===== src/rtl/id_stage_if.sv =====
// Bus between the ID stage and its neighbours: IF/ID input, writeback and EX/MEM
// hazard inputs, branch redirect, stall controls and the registered ID/EX fields.
interface id_stage_if;
    logic [63:0] instructionFetchReg;
    logic        wbWriteEn;
    logic [4:0]  wbWriteReg;
    logic [31:0] wbWriteData;
    logic        exMemRegWrite;
    logic [4:0]  exMemWriteReg;
    logic        branchResult;
    logic [31:0] branchAddrs;
    logic        regStall;
    logic        muxStall;
    logic [7:0]  idExCtrl;
    logic [31:0] idExPc4;
    logic [31:0] idExRsData;
    logic [31:0] idExRtData;
    logic [31:0] idExImm;
    logic [4:0]  idExRt;
    logic [4:0]  idExRd;

    modport master (
        output instructionFetchReg, wbWriteEn, wbWriteReg, wbWriteData,
               exMemRegWrite, exMemWriteReg,
        input  branchResult, branchAddrs, regStall, muxStall,
               idExCtrl, idExPc4, idExRsData, idExRtData, idExImm, idExRt, idExRd
    );

    modport slave (
        input  instructionFetchReg, wbWriteEn, wbWriteReg, wbWriteData,
               exMemRegWrite, exMemWriteReg,
        output branchResult, branchAddrs, regStall, muxStall,
               idExCtrl, idExPc4, idExRsData, idExRtData, idExImm, idExRt, idExRd
    );
endinterface


===== src/rtl/id_stage.sv =====
// Instruction decode stage: register file, control decode, hazard stalls, early branch
// resolution and the ID/EX pipeline register. Define ID_BNE_EN to add bne support.
module id_stage (
    input  logic      clk,
    input  logic      rst_n,
    id_stage_if.slave bus
);
    localparam logic [5:0] OP_R    = 6'b000000;
    localparam logic [5:0] OP_LW   = 6'b100011;
    localparam logic [5:0] OP_SW   = 6'b101011;
    localparam logic [5:0] OP_BEQ  = 6'b000100;
    localparam logic [5:0] OP_ADDI = 6'b001000;
    localparam logic [5:0] OP_J    = 6'b000010;
`ifdef ID_BNE_EN
    localparam logic [5:0] OP_BNE  = 6'b000101;
`endif

    logic [31:0] regs [32];
    logic [31:0] instr, pc4, imm, rs_data, rt_data;
    logic [5:0]  opcode;
    logic [4:0]  rs, rt, rd, ex_dest;
    logic [7:0]  ctrl;
    logic        flush, is_beq, is_bne, is_j, uses_rs, uses_rt;
    logic        ex_load, load_use, branch_hazard, stall, is_branch;

    assign instr  = bus.instructionFetchReg[63:32];
    assign pc4    = bus.instructionFetchReg[31:0];
    assign opcode = instr[31:26];
    assign rs     = instr[25:21];
    assign rt     = instr[20:16];
    assign rd     = instr[15:11];
    assign imm    = {{16{instr[15]}}, instr[15:0]};
    assign flush  = (bus.instructionFetchReg == 64'd0);

    always_comb begin
        ctrl    = 8'd0;
        is_beq  = 1'b0;
        is_bne  = 1'b0;
        is_j    = 1'b0;
        uses_rs = 1'b0;
        uses_rt = 1'b0;
        if (!flush) begin
            case (opcode)
                OP_R:    begin ctrl = 8'b10000010; uses_rs = 1'b1; uses_rt = 1'b1; end
                OP_LW:   begin ctrl = 8'b01110000; uses_rs = 1'b1; end
                OP_SW:   begin ctrl = 8'b01000100; uses_rs = 1'b1; uses_rt = 1'b1; end
                OP_BEQ:  begin ctrl = 8'b00000001; is_beq = 1'b1; uses_rs = 1'b1; uses_rt = 1'b1; end
                OP_ADDI: begin ctrl = 8'b01010000; uses_rs = 1'b1; end
                OP_J:    begin is_j = 1'b1; end
`ifdef ID_BNE_EN
                OP_BNE:  begin ctrl = 8'b00000001; is_bne = 1'b1; uses_rs = 1'b1; uses_rt = 1'b1; end
`endif
                default: ;
            endcase
        end
    end

    // Writeback in the same cycle is forwarded so ID never reads a stale value.
    assign rs_data = (rs == 5'd0) ? 32'd0 :
                     (bus.wbWriteEn && bus.wbWriteReg == rs) ? bus.wbWriteData : regs[rs];
    assign rt_data = (rt == 5'd0) ? 32'd0 :
                     (bus.wbWriteEn && bus.wbWriteReg == rt) ? bus.wbWriteData : regs[rt];

    // The lw encoding carries memToReg without memRead, so either bit marks a load.
    assign ex_load  = bus.idExCtrl[3] | bus.idExCtrl[5];
    assign ex_dest  = bus.idExCtrl[7] ? bus.idExRd : bus.idExRt;
    assign is_branch = is_beq | is_bne;

    assign load_use = ex_load && (bus.idExRt != 5'd0) &&
                      ((uses_rs && bus.idExRt == rs) || (uses_rt && bus.idExRt == rt));

    assign branch_hazard = is_branch && (
        ((rs != 5'd0) && ((bus.idExCtrl[4] && ex_dest == rs) ||
                          (bus.exMemRegWrite && bus.exMemWriteReg == rs))) ||
        ((rt != 5'd0) && ((bus.idExCtrl[4] && ex_dest == rt) ||
                          (bus.exMemRegWrite && bus.exMemWriteReg == rt))));

    assign stall        = load_use | branch_hazard;
    assign bus.regStall = stall;
    assign bus.muxStall = stall;

    assign bus.branchResult = !stall && ((is_beq && rs_data == rt_data) ||
                                         (is_bne && rs_data != rt_data) || is_j);
    assign bus.branchAddrs  = is_branch ? pc4 + {imm[29:0], 2'b00} :
                              is_j      ? {pc4[31:28], instr[25:0], 2'b00} : 32'd0;

    always_ff @(posedge clk or negedge rst_n) begin
        if (!rst_n) begin
            for (int i = 0; i < 32; i++) regs[i] <= 32'd0;
        end else if (bus.wbWriteEn && bus.wbWriteReg != 5'd0) begin
            regs[bus.wbWriteReg] <= bus.wbWriteData;
        end
    end

    // A stall inserts a bubble by zeroing control; the data fields still load.
    always_ff @(posedge clk or negedge rst_n) begin
        if (!rst_n) begin
            bus.idExCtrl   <= 8'd0;
            bus.idExPc4    <= 32'd0;
            bus.idExRsData <= 32'd0;
            bus.idExRtData <= 32'd0;
            bus.idExImm    <= 32'd0;
            bus.idExRt     <= 5'd0;
            bus.idExRd     <= 5'd0;
        end else begin
            bus.idExCtrl   <= stall ? 8'd0 : ctrl;
            bus.idExPc4    <= pc4;
            bus.idExRsData <= rs_data;
            bus.idExRtData <= rt_data;
            bus.idExImm    <= imm;
            bus.idExRt     <= rt;
            bus.idExRd     <= rd;
        end
    end
endmodule


===== src/flat_wrapper.sv =====
// flat-port wrapper written by rule: the top's interface ports become plain ports
module id_stage_flat 
  (clk, rst_n, bus_instructionFetchReg, bus_wbWriteEn, bus_wbWriteReg, bus_wbWriteData, bus_exMemRegWrite, bus_exMemWriteReg, bus_branchResult, bus_branchAddrs, bus_regStall, bus_muxStall, bus_idExCtrl, bus_idExPc4, bus_idExRsData, bus_idExRtData, bus_idExImm, bus_idExRt, bus_idExRd);
  id_stage_if bus_i ();
  input  logic clk;
  input  logic rst_n;
  input wire logic [$bits(bus_i.instructionFetchReg)-1:0] bus_instructionFetchReg;
  input wire logic [$bits(bus_i.wbWriteEn)-1:0] bus_wbWriteEn;
  input wire logic [$bits(bus_i.wbWriteReg)-1:0] bus_wbWriteReg;
  input wire logic [$bits(bus_i.wbWriteData)-1:0] bus_wbWriteData;
  input wire logic [$bits(bus_i.exMemRegWrite)-1:0] bus_exMemRegWrite;
  input wire logic [$bits(bus_i.exMemWriteReg)-1:0] bus_exMemWriteReg;
  output wire logic [$bits(bus_i.branchResult)-1:0] bus_branchResult;
  output wire logic [$bits(bus_i.branchAddrs)-1:0] bus_branchAddrs;
  output wire logic [$bits(bus_i.regStall)-1:0] bus_regStall;
  output wire logic [$bits(bus_i.muxStall)-1:0] bus_muxStall;
  output wire logic [$bits(bus_i.idExCtrl)-1:0] bus_idExCtrl;
  output wire logic [$bits(bus_i.idExPc4)-1:0] bus_idExPc4;
  output wire logic [$bits(bus_i.idExRsData)-1:0] bus_idExRsData;
  output wire logic [$bits(bus_i.idExRtData)-1:0] bus_idExRtData;
  output wire logic [$bits(bus_i.idExImm)-1:0] bus_idExImm;
  output wire logic [$bits(bus_i.idExRt)-1:0] bus_idExRt;
  output wire logic [$bits(bus_i.idExRd)-1:0] bus_idExRd;
  assign bus_i.instructionFetchReg = bus_instructionFetchReg;
  assign bus_i.wbWriteEn = bus_wbWriteEn;
  assign bus_i.wbWriteReg = bus_wbWriteReg;
  assign bus_i.wbWriteData = bus_wbWriteData;
  assign bus_i.exMemRegWrite = bus_exMemRegWrite;
  assign bus_i.exMemWriteReg = bus_exMemWriteReg;
  assign bus_branchResult = bus_i.branchResult;
  assign bus_branchAddrs = bus_i.branchAddrs;
  assign bus_regStall = bus_i.regStall;
  assign bus_muxStall = bus_i.muxStall;
  assign bus_idExCtrl = bus_i.idExCtrl;
  assign bus_idExPc4 = bus_i.idExPc4;
  assign bus_idExRsData = bus_i.idExRsData;
  assign bus_idExRtData = bus_i.idExRtData;
  assign bus_idExImm = bus_i.idExImm;
  assign bus_idExRt = bus_i.idExRt;
  assign bus_idExRd = bus_i.idExRd;
  id_stage u_core (.clk(clk), .rst_n(rst_n), .bus(bus_i));
endmodule

===== config.mk =====
export PLATFORM = sky130hd
export DESIGN_NAME = id_stage_flat
export DESIGN_NICKNAME = d
export VERILOG_FILES = /design/src/rtl/id_stage_if.sv /design/src/rtl/id_stage.sv /design/src/flat_wrapper.sv
export SDC_FILE = /design/constraint.sdc
export NUM_CORES = 2
export LEC_CHECK = 0
export CAP_MARGIN = 20
export CORE_ASPECT_RATIO = 1.2
export CORE_MARGIN = 2
export CORE_UTILIZATION = 55
export CTS_CLUSTER_SIZE = 40
export DETAILED_ROUTE_END_ITERATION = 12
export PLACE_DENSITY = 0.8
export SYNTH_ARGS = -nofsm -noshare
export SYNTH_HDL_FRONTEND = slang
export SYNTH_SLANG_ARGS = --single-unit

===== constraint.sdc =====
create_clock -name clk -period 6.63 [get_ports clk]
set_clock_uncertainty 0.05 [all_clocks]
set_input_delay 1.6575 -clock clk [delete_from_list [all_inputs] [get_ports clk]]
set_output_delay 1.6575 -clock clk [all_outputs]
set_load 0.05 [all_outputs]

==> flow_summary.json <==
{
  "status": "complete, but fails checks",
  "violations": "negative setup slack",
  "rows": 134,
  "seq_area_sq_um": 28700,
  "p_sw_mw": 6.288,
  "cts_buffers": 110,
  "relSlewSlack_pct": 26.44,
  "tightest_slew_ns": 1.092,
  "synth_area_sq_um": 61150,
  "ctsHoldBuffers": 0,
  "place_hpwl_um": 144100,
  "critPathArrivalTime_ns": 5.08,
  "synth_edf_count": 0,
  "slew_viol_final": 0,
  "wl_per_cell_um": 34.35,
  "drv_cap": 0,
  "worst_setup_path_end_kind": "output port",
  "ioPinCount": 291,
  "track_usage_pct": 39.19,
  "pwr-share-comb_pct": 25.0,
  "hold_path_depth": 0,
  "yosys_register_bits": 1147,
  "cts_tree": "built",
  "hp-class": "reg2reg",
  "startpoint_type": "input port",
  "chipWidth_um": 308.4,
  "vias_per_cell": 7.098,
  "synth_fp_nets": 4423,
  "dpl_cell_area_sq_um": 69620,
  "clkTransAtPathRegs_ns": 0.07,
  "design_area_sq_um": 74780,
  "grt_pass1_vias": 47081,
  "rr_worst_depth": 9,
  "wl_um": 223000,
  "worstPathRequired_ns": 4.92,
  "clock_latency_ns": 0.74,
  "synth_ff_type": "dfrtp_1",
  "start_util_pct": 55.18,
  "yosysWarnings": 0,
  "fmax_mhz": 147.3,
  "grt_max_degree": 150,
  "drive_above_1_share_pct": 51.55,
  "clockRootBuffer": "clkbuf_16",
  "async_flop_share_pct": 100.0,
  "multi_input_area_sq_um": 30770,
  "hold_violations": 0,
  "ir_drop_v": 0.0002186,
  "first_iter_violations": 6470,
  "power_frac_seq_pct": 43.0,
  "dp.cells": 6243,
  "fillers": 7172,
  "layout.cells.non_filler": 6492,
  "fp.dieArea_sq_um": 113900,
  "dp_slack_ns": -0.5717,
  "synth.yosys.seq_area_share_pct": 46.94,
  "setup_slack_ns": -0.1573,
  "cts_max_level": 3,
  "path_class": "in2out",
  "area_growth_pct": 22.27,
  "grt_pass1_wl_um": 321300,
  "p_leak_nw": 32.87,
  "yosysUniqueCellTypes": 78,
  "core-area_sq_um": 110800,
  "syn_inst": 4283,
  "fin_crit_sh_pct": 102.4,
  "cts.sinks": 1147,
  "max-clock-path-buffers": 3,
  "portBuffers": 289,
  "min_period_ns": 6.787,
  "gp_congestion": 0.9723,
  "p_per_area_nw_per_um2": 287.5,
  "sw_frac_of_total_pct": 29.25,
  "p_int_mw": 15.21,
  "syn_avg_cell_area_sq_um": 14.28,
  "rsz0062_at_grt": "yes",
  "tns_ns": -0.1573,
  "fin_hold_ws_ns": 0.3499,
  "overflow": 0,
  "drc": 0,
  "num-nets-final": 5036,
  "setup_viol": 1,
  "power_frac_clock_pct": 32.0,
  "antenna_found_initial": 13,
  "die_h_um": 369.3,
  "first_pass_iters": 6,
  "via_count": 46082,
  "critical_path.max_fanout": 7,
  "drt.antenna.violating_nets": 0
}
## sequential cells by signal, indices dropped and copies added (netlist names)
signal,flops
u_core.bus.idExRtData,32
u_core.regs,1024
u_core.bus.idExCtrl,6
u_core.bus.idExImm,16
u_core.bus.idExPc4,32
u_core.bus.idExRt,5
u_core.bus.idExRsData,32
## cells in the mapped netlist (29+ instances only)
cell | instances | share of area [%]
dfrtp_1 | 1147 | 47
mux2_2 | 1033 | 19
mux4_2 | 482 | 18
clkbuf_1 | 252 | 1.5
nand2_1 | 129 | 0.79
nor2_1 | 124 | 0.76
mux2i_1 | 116 | 1.9
o21ai_0 | 83 | 0.68
o22ai_1 | 81 | 0.83
xnor2_1 | 65 | 0.93
buf_1 | 64 | 0.39
a21oi_1 | 59 | 0.48
buf_2 | 58 | 0.47
a22oi_1 | 55 | 0.68
buf_4 | 46 | 0.56
buf_6 | 35 | 0.64
ha_1 | 29 | 0.59
## worst paths after layout
check	start	end	slack (ns)
setup / recovery	bus_instructionFetchReg[48]	bus_branchResult	-0.16
hold / removal	u_core.regs[1017]$_DFFE_PN0P_	u_core.regs[1017]$_DFFE_PN0P_	0.35
setup reg to reg	u_core.bus.idExImm[15]$_DFF_PN0_	u_core.bus.idExCtrl[2]$_DFF_PN0_	3.90
min in group asynchronous	rst_n	u_core.regs[882]$_DFFE_PN0P_	0.93
hold reg to reg	u_core.regs[1017]$_DFFE_PN0P_	u_core.regs[1017]$_DFFE_PN0P_	0.35
max in group asynchronous	rst_n	u_core.regs[580]$_DFFE_PN0P_	4.18
## stage by stage
| stage | util (%) | total power [mW] |
|---|---|---|
| floorplan | - | 12.40 |
| global placement | 62.80 | 14.12 |
| detailed placement | 62.82 | 14.37 |
| CTS | 66.90 | 21.26 |
| global route | 67.46 | 22.14 |
| finish | 67.47 | 21.50 |
## layout by cell type (no fill, tap or decap), types with 18 or more instances in the layout
cell,instances
clkbuf_16,116
clkdlybuf4s50_1,212
mux4_2,482
nor3_1,22
o221ai_1,18
a22oi_1,54
a21oi_1,50
clkinv_2,22
clkbuf_1,22
clkbuf_8,25
nor4_1,24
mux2i_1,116
dfrtp_1,1147
ha_1,19
xor2_1,23
dlymetal6s2s_1,23
o21ai_0,72
buf_4,588
mux2_2,1033
buf_6,19
xnor2_1,51
o22ai_1,77
nand3_1,23
a211oi_1,21
nand2_1,118
nor2_1,100
buf_12,92
## kinds of logic (layout without fill, tap and decap cells)
group	count (synthesis)	after routing	synth area share, %
other cells	1	6	0.006132
flops	1147	1147	46.94
buf+inv	482	1190	3.943
fa+ha+maj	30	30	0.6261
compound gates	458	458	5.066
xor+xnor	88	88	1.260
mux	1631	1631	38.67
simple gates	446	446	3.493
## final cells by class
type                            instances  share of cell area (%)
Antenna cell                            5                 0.01673
Clock buffer                          161                   4.386
Clock inverter                         46                  0.8584
Inverter                               20                  0.1037
Multi-Input combinational cell       2654                   41.16
Sequential cell                      1147                   38.38
Tap cell                             1496                   2.503
Timing Repair Buffer                  963                   12.59
## critical path, stage by stage
cell	delay, ns
buf_16	0.14
buf_12	0.16
buf_4	0.14
xnor2_1	0.13
nand4_1	0.30
buf_4	0.27
o21ai_2	0.16
buf_4	0.15
buf_4	0.20
o22ai_1	0.11
nor2_1	0.16
xnor2_1	0.21
nand4_1	0.26
or4_4	0.62
o21bai_4	0.20
buf_12	0.17
## power groups by stage
stage                     sequential [mW]  clock, mW  combinational, mW
after floorplan                      9.26          0               3.14
after global placement               9.16          0               4.96
after detailed placement             9.28          0               5.09
after CTS                            9.17       6.89               5.20
after global routing                 9.36       7.18               5.60
final                                9.24       6.88               5.38
## routing by layer
layer  routed length, um  up-vias  GRT usage, %
met5                 111        -             0
met4               22960       18         32.46
li1                    -    17597             -
met2               98720     3728         58.06
met1               72280    23514         46.46
met3               28940     1225         13.08
## timing repair
item	CTS	global route
endpoints found under the setup margin	9	12
cloned	4	2
pin swaps	25	55
resized for setup	83	135
setup buffers	15	17
No activity file was read; power rests on OpenSTA's default activity.
